`config.mk`:
```
export PLATFORM = sky130hd
export DESIGN_NAME = vga_line_fetcher_flat
export DESIGN_NICKNAME = d
export VERILOG_FILES = /design/src/rtl/vga_line_fetcher_if.sv /design/src/rtl/vga_line_fetcher.sv /design/src/flat_wrapper.sv
export SDC_FILE = /design/constraint.sdc
export NUM_CORES = 1
export LEC_CHECK = 0
export CAP_MARGIN = 20
export CORE_MARGIN = 3
export CORE_UTILIZATION = 64
export CTS_BUF_LIST = sky130_fd_sc_hd__clkbuf_2 sky130_fd_sc_hd__clkbuf_4 sky130_fd_sc_hd__clkbuf_8
export CTS_CLUSTER_SIZE = 8
export DETAILED_ROUTE_END_ITERATION = 10
export GPL_ROUTABILITY_DRIVEN = 0
export PLACE_DENSITY = 0.87
export SLEW_MARGIN = 40
export SYNTH_ARGS = -nofsm -noshare
export SYNTH_HDL_FRONTEND = slang
export SYNTH_SLANG_ARGS = --single-unit
```
`constraint.sdc`:
```
create_clock -name Clk -period 11 [get_ports Clk]
set_input_delay 2.75 -clock Clk [delete_from_list [all_inputs] [get_ports Clk]]
set_output_delay 2.75 -clock Clk [all_outputs]
set_load 0.01 [all_outputs]
```
`src/rtl/vga_line_fetcher_if.sv`:
```
// ----------------------------------------------------------------------------
// vga_line_fetcher_if
//   Paged memory read/write bus shared between an initiator (the line fetcher)
//   and a memory target.
//
//   Address  A bits  memory address of the current request (initiator drives)
//   PageMux  P bits  memory page of the current request    (initiator drives)
//   Read     1 bit   one-cycle read strobe                 (initiator drives)
//   Write    1 bit   write strobe                          (initiator drives)
//   MemData  8 bits  memory read data                      (target drives)
//
//   modport master : initiator side
//   modport slave  : memory side
// ----------------------------------------------------------------------------
interface vga_line_fetcher_if #(
    parameter int A = 18,
    parameter int P = 1
);
    logic [A-1:0] Address;
    logic [P-1:0] PageMux;
    logic         Read;
    logic         Write;
    logic [7:0]   MemData;

    modport master (
        output Address,
        output PageMux,
        output Read,
        output Write,
        input  MemData
    );

    modport slave (
        input  Address,
        input  PageMux,
        input  Read,
        input  Write,
        output MemData
    );
endinterface

```
`src/rtl/vga_line_fetcher.sv`:
```
// ----------------------------------------------------------------------------
// vga_line_fetcher
//   Read-side initiator for the paged memory bus. On each LineStart it walks
//   LineBytes consecutive {PageMux,Address} locations, issuing one read at a
//   time, and captures each returned byte ReadLatency cycles after its Read
//   strobe into a show-ahead FIFO. The pixel pipeline pops bytes at its own
//   pace.
//
//   Clk        in   system clock, rising edge
//   Reset      in   asynchronous, active-high reset
//   LineStart  in   1-cycle pulse: start (or restart) a line fetch
//   LineBase   in   A-bit start address, sampled on LineStart
//   LinePage   in   P-bit start page, sampled on LineStart
//   mem        if   memory bus, master side (Address/PageMux/Read/Write/MemData)
//   PixelPop   in   consumer takes PixelData this cycle
//   PixelData  out  FIFO head byte
//   PixelValid out  FIFO non-empty
//   Busy       out  line fetch in progress
//   Underflow  out  sticky: PixelPop seen while PixelValid was low
// ----------------------------------------------------------------------------
module vga_line_fetcher #(
    parameter int A           = 18,
    parameter int P           = 1,
    parameter int LineBytes   = 320,
    parameter int ReadLatency = 2,
    parameter int FifoDepth   = 16
) (
    input  logic                   Clk,
    input  logic                   Reset,
    input  logic                   LineStart,
    input  logic [A-1:0]           LineBase,
    input  logic [P-1:0]           LinePage,
    vga_line_fetcher_if.master     mem,
    input  logic                   PixelPop,
    output logic [7:0]             PixelData,
    output logic                   PixelValid,
    output logic                   Busy,
    output logic                   Underflow
);
    localparam int PW = (FifoDepth > 1) ? $clog2(FifoDepth) : 1;
    localparam int LW = (ReadLatency > 1) ? $clog2(ReadLatency) : 1;

    localparam logic [PW:0]   FULL_CNT   = (PW+1)'(FifoDepth);
    localparam logic [LW-1:0] LAST_WAIT  = LW'(ReadLatency - 1);
    localparam logic [15:0]   LINE_BYTES = 16'(LineBytes);

    localparam logic [1:0] IDLE  = 2'd0;
    localparam logic [1:0] ISSUE = 2'd1;
    localparam logic [1:0] WAIT  = 2'd2;

    logic [1:0]     state;
    logic [A+P-1:0] addr_q;      // {page, address} of the next read
    logic [15:0]    remaining;
    logic [LW-1:0]  wait_cnt;

    logic [7:0]     fifo_mem [FifoDepth];
    logic [PW-1:0]  rd_ptr;
    logic [PW-1:0]  wr_ptr;
    logic [PW:0]    count;
    logic           underflow_q;

    logic has_space;
    logic read_en;
    logic capture;
    logic flush;
    logic do_push;
    logic do_pop;

    // Only one read is ever in flight, so space for one more entry at issue
    // time guarantees the capture can never overflow the FIFO.
    assign has_space = (count < FULL_CNT);
    assign read_en   = (state == ISSUE) && has_space;
    assign capture   = (state == WAIT) && (wait_cnt == LAST_WAIT);

    // A LineStart during a fetch aborts it: the FIFO is emptied and the byte
    // still in flight is dropped instead of pushed.
    assign flush     = LineStart && (state != IDLE);
    assign do_push   = capture && !LineStart;
    assign do_pop    = PixelPop && (count != '0) && !flush;

    // Fetch sequencing
    always_ff @(posedge Clk or posedge Reset) begin
        if (Reset) begin
            state     <= IDLE;
            addr_q    <= '0;
            remaining <= '0;
            wait_cnt  <= '0;
        end else if (LineStart) begin
            state     <= ISSUE;
            addr_q    <= {LinePage, LineBase};
            remaining <= LINE_BYTES;
            wait_cnt  <= '0;
        end else begin
            case (state)
                ISSUE: begin
                    if (has_space) begin
                        wait_cnt <= '0;
                        state    <= WAIT;
                    end
                end
                WAIT: begin
                    if (capture) begin
                        // Carry out of Address ripples into PageMux; the
                        // combined value wraps from all-ones to zero.
                        addr_q    <= addr_q + (A+P)'(1);
                        remaining <= remaining - 16'd1;
                        state     <= (remaining == 16'd1) ? IDLE : ISSUE;
                    end else begin
                        wait_cnt <= wait_cnt + LW'(1);
                    end
                end
                default: state <= IDLE;
            endcase
        end
    end

    // Show-ahead FIFO and underflow flag
    always_ff @(posedge Clk or posedge Reset) begin
        if (Reset) begin
            rd_ptr      <= '0;
            wr_ptr      <= '0;
            count       <= '0;
            underflow_q <= 1'b0;
            for (int i = 0; i < FifoDepth; i++) begin
                fifo_mem[i] <= '0;
            end
        end else begin
            if (flush) begin
                rd_ptr <= '0;
                wr_ptr <= '0;
                count  <= '0;
            end else begin
                if (do_push) begin
                    fifo_mem[wr_ptr] <= mem.MemData;
                    wr_ptr           <= wr_ptr + PW'(1);
                end
                if (do_pop) begin
                    rd_ptr <= rd_ptr + PW'(1);
                end
                case ({do_push, do_pop})
                    2'b10:   count <= count + (PW+1)'(1);
                    2'b01:   count <= count - (PW+1)'(1);
                    default: count <= count;
                endcase
            end

            if (LineStart) begin
                underflow_q <= 1'b0;
            end else if (PixelPop && (count == '0)) begin
                underflow_q <= 1'b1;
            end
        end
    end

    assign mem.Address = addr_q[A-1:0];
    assign mem.PageMux = addr_q[A+P-1:A];
    assign mem.Read    = read_en;
    assign mem.Write   = 1'b0;

    // With an empty FIFO the head slot is stale and simply holds its value.
    assign PixelData   = fifo_mem[rd_ptr];
    assign PixelValid  = (count != '0);
    assign Busy        = (state != IDLE);
    assign Underflow   = underflow_q;
endmodule

```
`src/flat_wrapper.sv`:
```
// flat-port wrapper written by rule: the top's interface ports become plain ports
module vga_line_fetcher_flat 
#(
    parameter int A           = 18,
    parameter int P           = 1,
    parameter int LineBytes   = 320,
    parameter int ReadLatency = 2,
    parameter int FifoDepth   = 16
)
  (Clk, Reset, LineStart, LineBase, LinePage, PixelPop, PixelData, PixelValid, Busy, Underflow, mem_Address, mem_PageMux, mem_Read, mem_Write, mem_MemData);
  vga_line_fetcher_if #(.A(A), .P(P)) mem_i ();
  input  logic Clk;
  input  logic Reset;
  input  logic LineStart;
  input  logic [A-1:0] LineBase;
  input  logic [P-1:0] LinePage;
  input  logic PixelPop;
  output logic [7:0] PixelData;
  output logic PixelValid;
  output logic Busy;
  output logic Underflow;
  output wire logic [$bits(mem_i.Address)-1:0] mem_Address;
  output wire logic [$bits(mem_i.PageMux)-1:0] mem_PageMux;
  output wire logic [$bits(mem_i.Read)-1:0] mem_Read;
  output wire logic [$bits(mem_i.Write)-1:0] mem_Write;
  input wire logic [$bits(mem_i.MemData)-1:0] mem_MemData;
  assign mem_Address = mem_i.Address;
  assign mem_PageMux = mem_i.PageMux;
  assign mem_Read = mem_i.Read;
  assign mem_Write = mem_i.Write;
  assign mem_i.MemData = mem_MemData;
  vga_line_fetcher #(.A(A), .P(P), .LineBytes(LineBytes), .ReadLatency(ReadLatency), .FifoDepth(FifoDepth)) u_core (.Clk(Clk), .Reset(Reset), .LineStart(LineStart), .LineBase(LineBase), .LinePage(LinePage), .mem(mem_i), .PixelPop(PixelPop), .PixelData(PixelData), .PixelValid(PixelValid), .Busy(Busy), .Underflow(Underflow));
endmodule
```
==> flow_results.org, run 1 <==
** Floorplanning
- The region available for standard cell placement spans 13500 µm².
- The initial utilization of the core area, before any placement, comes to 0.666.
- The die covers 15400 µm².
- Number of standard-cell rows in the floorplan :: 42
- I/O pin cnt :: 63
- The floorplan step set the die width to 124 µm.
- Die span in y :: 124 µm

** Critical path
- STA puts the critical path data required time at 8.25 ns.
- In this run the worst path has a maximum fanout of 35.
- Worst path cell trace :: buf_4, mux4_1, mux4_2, clkdlybuf4s50_1
- Worst r2r path cells :: 9
- The worst setup path is launched from a flop.
- Data arrival at the endpoint of the critical path :: 3.06 ns
- Category of the critical setup timing path :: flop to primary output
- Among all stages on the critical path, the largest delay is contributed by sky130_fd_sc_hd__mux4_1.
- In this run the worst setup path begins at u_core.rd_ptr[0].
- In this run the critical register-to-register path is launched from u_core.count[2].
- The worst setup path is captured at a primary output.
- Biggest cell delay along the critical path :: 0.67 ns

** Layout
- Area grow syn2layout :: 11.8%
- The repair_antennas step left the layout with diodes totalling 0.
- FF+latch area :: 4510 µm²
- In the final layout, the share of cells above drive strength 1 is 0.306.
- In the final design database the tool counted 749 nets.
- Layout filler cell count :: 786
- In the final layout, the multi-input gates occupy 4170 µm².

** STA
- Timing would allow up to 0.172 GHz.
- Between clock sinks in the finished design, the worst skew comes to 0.0157 ns.
- For the pin with the worst max-slew slack, the measured transition is 0.861 ns.
- The final hold violation count was 0.
- The number of max-slew violations in the final report is 0.
- Final period utilization :: 0.529
- Setup-failing EPs final :: 0
- Subtracting the final worst setup slack from the clock period gives 5.81 ns.
- Setup repair after global routing left no endpoint under its margin.
- The worst path meets setup with 5.19 ns of slack.
- Headroom to the max-slew limit came out at 0.426.
- Final TNS setup :: 0 ns

** Drt
- The count of nets left with antenna violations once routing finished came out at 0.
- Count of routing violations after the opening detailed-route iteration :: 439
- Vias post-DR :: 5806
- Routed WL per cell :: 21.9 µm
- In the routed layout, each cell is associated on average with a via count of 6.49.
- The first detailed-routing pass ran for 4 iterations.
- In the routed design, unresolved DRC markers number 0.
- Summed over all layers, the routed wires come to 19600 µm.

** Synth
- Each instance of the synthesized netlist takes up on average 13.4 µm².
- The netlist uses 61 different library cells.
- sky130_fd_sc_hd__dfrtp_1 takes more of the synthesized area than any other cell.
- Most instantiated flip-flop cell in the synthesis netlist :: sky130_fd_sc_hd__dfrtp_1
- Number of synthesized register bits :: 180
- Most common cell in the netlist :: sky130_fd_sc_hd__dfrtp_1
- The commonest cells after synthesis are 180 x sky130_fd_sc_hd__dfrtp_1, 128 x sky130_fd_sc_hd__mux2_2, 31 x sky130_fd_sc_hd__nand2_1.
- The synthesized design contains 0 enable-type register cells.
- Area share of the largest cell type after synthesis :: 0.503
- The number of nets in the synthesized netlist is 709.
- Mapped cell area :: 8950 µm²
- Counting flops with an async set or reset pin after synthesis yields a share of 1.00.
- Cells taking the most area after synthesis :: sky130_fd_sc_hd__dfrtp_1 50%, sky130_fd_sc_hd__mux2_2 16%, sky130_fd_sc_hd__mux4_2 6.8%
- For this run, the number of Yosys warnings is 0.
- For this run, the register share of the synthesized area comes to 0.503.
- Syn Inst Count :: 666

** Place
- Port buffering added 61 buffers.
- Pre-CTS setup slack :: 4.82 ns
- Summed over all nets, the half-perimeter wirelength after detailed placement is 12300 µm.

** Outcome
- The run finished with clean final reports.

** Clock network
- Total number of H-tree levels :: 4
- Clock edge transition at the registers on the reported setup and hold paths :: 0.09 ns
- Clock tree from TritonCTS :: done
- CTS-repair resized insts :: 0
- The clock net in this run drives a total of 180 sinks.
- Maximum clock path buffer count :: 2
- Buffers inserted during post-CTS setup optimization :: 0
- CTS buffer count :: 17
- Post-CTS Hold Buffers :: 0
- Worst-skew pair later-pin latency :: 0.48 ns
- Root buf cell :: sky130_fd_sc_hd__clkbuf_8

** Power and ir drop
- IR Drop Worst-Case VDD :: 123 µV
- Cell Pwr Density :: 148 nW/µm²
- Leakage Power :: 4.57 nW

** Global routing
- The via count of the first global-routing pass was 6097.
- Overflow left after global routing :: 0
- Global-route wire length before repair :: 31800 µm
- Global-route usage over all layers :: 0.262
- The initial antenna violation count is 0.
- Entering global routing, the biggest net connects 110 pins.

** Hold path
- Hold path start :: u_core.fifo_mem[34]
- In this run the worst hold path is classified as flop to flop.
- Counting instances, the worst hold path has a depth of 1.

** Job
- Across the run, the number of max-cap violations was 0.
## area by class of cell
type                    count  area share
flip-flops and latches    180       0.450
multi-input cells         430       0.417
repair buffers             64      0.0636
clock buffers              22      0.0296
well taps                 176      0.0220
clock inverters             9      0.0119
inverters                  13     0.00563
## worst max-delay path, delay by kind of cell, from the launching register on
family / cells / cell delay [ns]
buffers and inverters: 2 / 1.01
DFF: 1 / 0.35
muxes: 2 / 1.18
## cell usage in the layout, fill, tap and decap left out, types with 9 or more instances in the layout
cell | Yosys | layout
sky130_fd_sc_hd__clkbuf_8 | 0 | 21
sky130_fd_sc_hd__nand3_2 | 12 | 12
sky130_fd_sc_hd__mux2_2 | 128 | 128
sky130_fd_sc_hd__nand3_1 | 15 | 15
sky130_fd_sc_hd__nor2_1 | 28 | 28
sky130_fd_sc_hd__nand2_1 | 31 | 31
sky130_fd_sc_hd__clkdlybuf4s50_1 | 0 | 61
sky130_fd_sc_hd__xor2_1 | 15 | 15
sky130_fd_sc_hd__ha_1 | 12 | 12
sky130_fd_sc_hd__xnor2_1 | 9 | 9
sky130_fd_sc_hd__dfrtp_1 | 180 | 178
sky130_fd_sc_hd__mux4_1 | 13 | 13
sky130_fd_sc_hd__nand4_1 | 10 | 10
sky130_fd_sc_hd__mux4_2 | 27 | 27
sky130_fd_sc_hd__inv_1 | 13 | 12
sky130_fd_sc_hd__a21oi_1 | 12 | 12
sky130_fd_sc_hd__o21ai_0 | 25 | 25
## stage by stage
stage,area [µm²],power (mW),hold WS (ns),util,cells
finish,10000,1.48,0.506,0.744,894
global route,10000,1.54,0.521,0.744,894
CTS,10000,1.49,0.508,0.743,894
detailed placement,9590,1.02,0.487,0.713,863
global placement,9580,1.01,0.479,0.712,863
floorplan,8950,0.938,0.470,-,666
## kinds of logic (layout without fill, tap and decap cells)
logic type,count (synthesis),count (layout),synth area share
mux,171,171,0.270
flops,180,180,0.503
xor+xnor,24,24,0.0235
other cells,1,1,0.000419
buf+inv,56,108,0.0312
simple gates,156,156,0.109
compound gates,66,66,0.0456
fa+ha+maj,12,12,0.0168
## layer usage
layer  vias to the layer above  GRT usage  share of wire
li1                       2564          -              -
met1                      2967      0.320           0.39
met2                       209      0.447           0.51
met3                        66     0.0596          0.058
met4                         0      0.121          0.036
met5                         -          0              0
## flip-flops by register name (all words and copies together), names as in the netlist
signal / cells
u_core.wait_cnt: 1
u_core.remaining: 16
u_core.wr_ptr: 4
u_core.addr_q: 19
u_core.Underflow: 1
u_core.rd_ptr: 4
u_core.fifo_mem: 128
u_core.state: 2
u_core.count: 5
## power by group
part	leakage (nW)	internal, mW	total, mW	switching, mW
Sequential	2.45	0.686	0.737	0.0516
Combinational	1.91	0.138	0.276	0.138
Clock	0.211	0.230	0.468	0.238
Total	4.57	1.05	1.48	0.428
## worst paths after layout
path / endpoint / slack, ns
max in group asynchronous: u_core.fifo_mem[4] / 7.08
min in group asynchronous: u_core.fifo_mem[9] / 2.81
setup / recovery: PixelData[4] / 5.19
hold / removal: u_core.fifo_mem[34] / 0.51
hold reg to reg: u_core.fifo_mem[34] / 0.51
setup reg to reg: u_core.count[4] / 7.77
No activity file was read; power rests on OpenSTA's default activity.
==> inputs of run 2 (changes only) <==
- CORE_UTILIZATION: 64 -> 55
- PLACE_DENSITY: 0.87 -> 0.79
- clock period: 11 -> 5 ns (I/O delays scaled with it)
==> flow_results.org, run 2 (synthesis gave the netlist of run 1 again) <==
** Layout
- Final cell utilization of the core :: 0.638 (-0.105)
- Largest reg by FF count :: u_core.fifo_mem
- The final cell count without fillers was 940 (+5.1%).
- Number of flip-flops under the largest register name :: 128 (unchanged)
- The number of fillers in the final layout is 1175 (+49%).
- Post-route standard cell area excluding fillers :: 10100 µm² (+1.3%)
- Most used cells in the layout excluding fill and tap cells :: 179 x sky130_fd_sc_hd__dfrtp_1, 128 x sky130_fd_sc_hd__mux2_2, 61 x sky130_fd_sc_hd__clkdlybuf4s50_1
- The area growth from synthesis to layout is 13.2%.
- Total number of nets in the final design :: 753 (+0.53%)
- Leading registers by flop count :: u_core.fifo_mem: 128 flops, u_core.addr_q: 19 flops, u_core.remaining: 16 flops
- Proportion of layout cells with a drive suffix above 1 :: 0.310 (+0.00341)
- Leading cell type in the layout, fill and taps excluded :: sky130_fd_sc_hd__dfrtp_1

** Outcome
- The flow ran to the end, and the final reports show no timing, DRC or antenna violations.

** Clock network
- Sink count of the clock tree :: 180 (unchanged)
- The H-tree depth was 4 (unchanged).
- Worst-skew pair later-pin latency :: 0.47 ns (about the same)
- The root buffer cell chosen for the clock tree is sky130_fd_sc_hd__clkbuf_8.
- The number of gates resized after cts was 0 (unchanged).
- The count of buffers added by post-CTS timing repair for setup is 0 (unchanged).
- The number of buffers created by CTS is 17 (unchanged).
- The clock slew seen by the registers of the worst setup and hold paths is 0.10 ns (about the same).
- Maximum clock path buffer count :: 2 (unchanged)
- The number of hold buffers added after CTS is 0 (unchanged).
- TritonCTS built the clock tree.

** STA
- Hold WS :: 0.508 ns (+0.00254 ns)
- Skew final :: 0.00853 ns (-0.00719 ns)
- In the finished design, the share of the clock period the worst path needs comes to 0.865.
- The final hold violation count is 0 (unchanged).
- Setup repair after global routing left no endpoint under its margin.
- Final TNS setup :: 0 ns (unchanged)
- Worst Max-Slew Pin Slew :: 0.796 ns (-0.0652 ns)
- The number of max-slew violations in the final report was 0 (unchanged).
- The remaining max-slew budget at the tightest pin came to 0.469 (+0.0434).
- Final critical-path setup slack :: 0.674 ns (-4.51 ns)
- Derived from the worst setup path, the maximum achievable clock frequency is 0.231 GHz.
- The number of endpoints failing setup at the final stage came to 0 (unchanged).
- Counting I/O delays and the setup requirement, the final critical path takes 4.33 ns.

** Critical path
- Data arrival at the endpoint of the critical path :: 3.08 ns (+0.02 ns)
- STA classifies the critical path startpoint as a flop.
- Endpoint class of the critical path :: primary output
- The highest net fanout along the worst path is 13 (-63%).
- The required time at the worst-slack endpoint came to 3.75 ns (-4.50 ns).
- Category of the critical setup timing path :: flop to primary output
- The worst register-to-register path ends at u_core.count[4].
- Critical Path Source :: u_core.rd_ptr[0]
- Startpoint of the worst-slack reg-to-reg timing path :: u_core.count[2]
- Worst reg-to-reg setup slack :: 1.72 ns (-6.05 ns)
- The logic depth of the worst register-to-register path was 9 (unchanged).

** Global routing
- Global-route wire length before repair :: 32400 µm (+1.9%)
- The global-route usage over all layers came to 0.233 (-0.0289).
- Via count of the first global-routing pass :: 6085 (-0.20%)
- Initial antenna violation count :: 1 (+1)
- Largest net degree at the start of global routing :: 113 (+2.7%)
- The aggregate global routing overflow came to 0 (unchanged).

** Place
- Count of port buffers added during placement :: 61 (unchanged)
- The cell area reported after detailed placement is 9690 µm² (+1.1%).
- The placed wire-length estimate is 12800 µm (+4.0%).
- Number of placed cells counting well taps :: 907 (+5.1%)
- Pre-CTS setup slack :: 0.961 ns (-3.86 ns)

** Floorplanning
- Starting utilization of the core area :: 0.564 (-0.102)
- Number of standard-cell rows in the floorplan :: 46 (+9.5%)
- The core area came to 15900 µm² (+18%).
- Die X-Extent :: 134 µm (+7.5%)
- The floorplan die height came to 134 µm (+7.5%).
- The boundary pin count came to 63 (unchanged).
- The area enclosed by the die boundary was 17800 µm² (+16%).

** Power and ir drop
- Switching component of the power :: 1.00 mW (+130%)
- Leakage Power :: 4.61 nW (+0.87%)
- Share of total power in sequential cells :: 0.479 (-0.019)
- The total internal power came to 2.34 mW (+120%).
- The switching power share of the total was 0.299 (+0.0108).
- PnR Total Power :: 3.34 mW (+130%)
- The share of total power in combinational logic is 0.192 (+0.006).
- The ratio of total power to cell area is 330 nW/µm² (+120%).
- The clock group share of total power was 0.330 (+0.014).
- The largest voltage drop on the vdd net was 253 µV (+110%).

** Drt
- Vias per std cell :: 6.12 (-5.8%)
- Routed WL per cell :: 21.2 µm (-3.1%)
- Vias post-DR :: 5752 (-0.93%)
- Antenna-violating nets left :: 0 (unchanged)
- Final wirelength :: 20000 µm (+1.9%)
- The remaining routing DRC violations is 0 (unchanged).
- 1st-pass router iterations :: 5 (+1)
- Count of routing violations after the opening detailed-route iteration :: 392 (-11%)

** Hold path
- The path with the worst hold slack has its endpoint at u_core.fifo_mem[15].
- Hold/Removal Path Class :: flop to flop
- The cell depth of the worst min-delay path is 1 (unchanged).
- The worst hold path begins at u_core.fifo_mem[15].

** Job
- Max-cap violation count :: 0 (unchanged)
==> run 2: worst max path at each step <==
stage	endpoint
after global routing	PixelData[4]
final	PixelData[4]
after global placement	u_core.count[4]
after detailed placement	u_core.count[4]
after CTS	PixelData[4]
after floorplan	u_core.Underflow
==> run 2: layout make-up <==
type	count	area [µm²]	area share
Sequential cell	180	4510	0.444
Clock inverter	15	209	0.0206
Clock buffer	17	234	0.0231
Antenna cell	1	2.50	0.000247
Inverter	13	52.6	0.00518
Multi-Input combinational cell	430	4170	0.411
Timing Repair Buffer	68	696	0.0686
Tap cell	216	270	0.0267
==> run 2: worst max-delay path, stage by stage, from the launching register on <==
cell	delay (ns)
sky130_fd_sc_hd__dfrtp_2	0.62
sky130_fd_sc_hd__buf_4	0.33
sky130_fd_sc_hd__mux4_1	0.62
sky130_fd_sc_hd__mux4_2	0.51
sky130_fd_sc_hd__clkdlybuf4s50_1	0.52
==> run 2: metal layers <==
| metal | part of all wire | up-vias | global-route usage |
|---|---|---|---|
| met2 | 0.52 | 150 | 0.398 |
| li1 | - | 2584 | - |
| met1 | 0.42 | 2983 | 0.302 |
| met4 | 0.023 | 0 | 0.0783 |
| met5 | 0 | - | 0 |
| met3 | 0.041 | 35 | 0.0461 |
==> run 2: power by group through the flow <==
stage | Sequential [mW] | Clock (mW) | Combinational [mW]
2_1_floorplan | 1.58 | 0 | 0.480
3_5_place_dp | 1.63 | 0 | 0.640
6_report | 1.60 | 1.10 | 0.640
4_1_cts | 1.60 | 1.12 | 0.643
5_1_grt | 1.61 | 1.18 | 0.695
3_3_place_gp | 1.62 | 0 | 0.610
==> inputs of run 3 (changes only) <==
- GPL_ROUTABILITY_DRIVEN: 0 -> unset
- MAX_ROUTING_LAYER: unset -> met4
==> flow_results.org, run 3 (synthesis gave the netlist of run 1 again) <==
** Outcome
- The flow ran to the end, and the final reports show no timing, DRC or antenna violations.

** STA
- Hold Vio Cnt, Final :: 0 (unchanged)
- The highest achievable clock rate was 0.232 GHz (+0.48%).
- Final critical-path setup slack :: 0.695 ns (+0.0205 ns)
- Fin. max-slew vios :: 0 (unchanged)
- The remaining max-slew budget at the tightest pin came to 0.470 (+0.000649).
- Skew final :: 0.00956 ns (+0.00103 ns)
- The post-route setup TNS was 0 ns (unchanged).
- The post-route minimum period came to 4.31 ns (-0.0205 ns).
- The final worst-path cycle share was 0.861 (-0.00410).
- The measured slew at the worst slew-check pin was 0.795 ns (-0.000973 ns).
- Setup repair after global routing left no endpoint under its margin.
- Setup-failing EPs final :: 0 (unchanged)

** Clock network
- Total number of H-tree levels :: 4 (unchanged)
- The number of clock sinks is 180 (unchanged).
- The cell sitting at the root of the clock tree is a sky130_fd_sc_hd__clkbuf_8.
- CTS-repair resized insts :: 0 (unchanged)
- The maximum clock insertion buffer count is 2 (unchanged).
- Clock tree from TritonCTS :: done
- The insertion delay to the later sink of the worst-skew pair came to 0.48 ns (about the same).
- The number of hold buffers added after CTS is 0 (unchanged).
- The clock slew seen by the registers of the worst setup and hold paths is 0.10 ns (about the same).
- Buffers inserted during post-CTS setup optimization :: 0 (unchanged)
- CTS buffer count :: 17 (unchanged)

** Drt
- The detail-routed via count per cell is 6.13 (+0.10%).
- The detailed-routing iteration count for the pre-antenna-repair pass is 4 (-1).
- The initial detailed-routing violation count came to 368 (-6.1%).
- Number of remaining DRC errors :: 0 (unchanged)
- The remaining number of nets flagged by the antenna check after routing was 0 (unchanged).
- The post-detailed-route wirelength per cell is 21.3 µm (+0.36%).
- The wire length after detailed routing was 20000 µm (+0.36%).
- Vias post-DR :: 5758 (+0.10%)

** Place
- The pre-CTS setup slack came to 0.961 ns (unchanged).
- Count of port buffers added during placement :: 61 (unchanged)
- The placed wire-length estimate is 12800 µm (unchanged).
- The number of cells after detailed placement is 907 (unchanged).
- Routability cong. :: 0.817

** Layout
- Largest reg by FF count :: u_core.fifo_mem
- The library cells used most frequently in the layout, excluding fill and tap cells, are 179 x sky130_fd_sc_hd__dfrtp_1, 128 x sky130_fd_sc_hd__mux2_2, 61 x sky130_fd_sc_hd__clkdlybuf4s50_1.
- The synthesis-to-layout area growth is 13.2% (unchanged).
- Number of flip-flops under the largest register name :: 128 (unchanged)
- Leading cell type in the layout, fill and taps excluded :: sky130_fd_sc_hd__dfrtp_1
- The number of nets in the finished design was 753 (unchanged).
- The largest registers in the layout are u_core.fifo_mem: 128 flops, u_core.addr_q: 19 flops, u_core.remaining: 16 flops.
- The fraction of final layout cells sized beyond drive strength 1 came to 0.310 (unchanged).
- Layout Cells excl Fill :: 940 (unchanged)

** Critical path
- Data arrival at the endpoint of the critical path :: 3.06 ns (-0.02 ns)
- The worst setup path is captured at a primary output.
- Startpoint of the worst-slack reg-to-reg timing path :: u_core.count[2]
- The required time at the worst-slack endpoint came to 3.75 ns (about the same).
- The register-to-register setup slack is 1.71 ns (about the same).
- CP Max Fanout :: 13 (unchanged)
- Category of the critical setup timing path :: flop to primary output
- Worst reg2reg endpoint :: u_core.count[4]
- Startpoint types :: flop
- The logic depth of the worst register-to-register path was 9 (unchanged).

** Global routing
- Largest net degree at the start of global routing :: 113 (unchanged)
- Via count of the first global-routing pass :: 6066 (-0.31%)
- Global-route wire length before repair :: 32400 µm (about the same)
- Global-route usage over all layers :: 0.240 (+0.00710)
- Overflow left after global routing :: 0 (unchanged)
- The initial antenna violation count was 1 (unchanged).

** Hold path
- Endpoint with the worst hold slack :: u_core.fifo_mem[15]
- Hold path start :: u_core.fifo_mem[15]
- Number of stages on the worst hold path :: 1 (unchanged)
- The tightest min-delay check is of the flop to flop type.

** Power and ir drop
- The largest voltage drop on the vdd net is 251 µV (-0.62%).
- Leakage Power :: 4.61 nW (unchanged)
- The ratio of total power to cell area was 330 nW/µm² (about the same).

** Floorplanning
- The overall die width came to 134 µm (unchanged).
- The number of rows created at floorplan came to 46 (unchanged).
- The area enclosed by the die boundary came to 17800 µm² (unchanged).
- Die span in y :: 134 µm (unchanged)
- Area of the placeable core :: 15900 µm² (unchanged)
- The boundary pin count is 63 (unchanged).
- The effective utilization at floorplan is 0.564 (unchanged).

** Job
- The count of maximum capacitance violations is 0 (unchanged).
[run 3: critical path, stage by stage, from the launching register on]
cell                              delay (ns)
sky130_fd_sc_hd__dfrtp_2                0.61
sky130_fd_sc_hd__buf_4                  0.33
sky130_fd_sc_hd__mux4_1                 0.61
sky130_fd_sc_hd__mux4_2                 0.50
sky130_fd_sc_hd__clkdlybuf4s50_1        0.52
[run 3: layout make-up]
type                       count  area [µm²]
fill                        1175        5750
sequential                   180        4510
multi-input combinational    430        4170
timing repair buffer          68         696
tap                          216         270
clock buffer                  17         234
clock inverter                15         209
inverter                      13        52.6
antenna                        1        2.50
[run 3: report_power, final]
group          total [mW]  internal (mW)  switching, mW  leakage (nW)
clock network        1.10          0.520          0.581         0.223
registers            1.60           1.51         0.0904          2.45
logic               0.641          0.312          0.329          1.94
[run 3: metrics by stage]
stage / total power [mW] / hold WS [ns] / utilization / cell area, µm²
3_5_place_dp: 2.27 / 0.488 / 0.610 / 9690
4_1_cts: 3.37 / 0.510 / 0.638 / 10100
6_report: 3.34 / 0.509 / 0.638 / 10100
2_1_floorplan: 2.06 / 0.470 / - / 8960
5_1_grt: 3.49 / 0.520 / 0.638 / 10100
3_3_place_gp: 2.23 / 0.480 / 0.609 / 9670
[run 3: how the worst max path moves through the flow]
stage          slack (ns)  cells past startpoint          endpoint        startpoint
4_1_cts              0.65                      4      PixelData[4]  u_core.rd_ptr[0]
2_1_floorplan        1.44                      1  u_core.Underflow             Reset
6_report             0.69                      4      PixelData[4]  u_core.rd_ptr[0]
5_1_grt              0.58                      4      PixelData[4]  u_core.rd_ptr[0]
3_5_place_dp         0.96                      9   u_core.count[4]         LineStart
3_3_place_gp         1.12                      9   u_core.count[4]         LineStart
[run 3: layer usage]
metal | GRT usage | share of wire | up-vias
met1 | 0.303 | 0.42 | 3006
met3 | 0.0446 | 0.034 | 33
met5 | - | 0 | -
met4 | 0.0766 | 0.020 | 0
met2 | 0.399 | 0.52 | 129
li1 | - | - | 2590
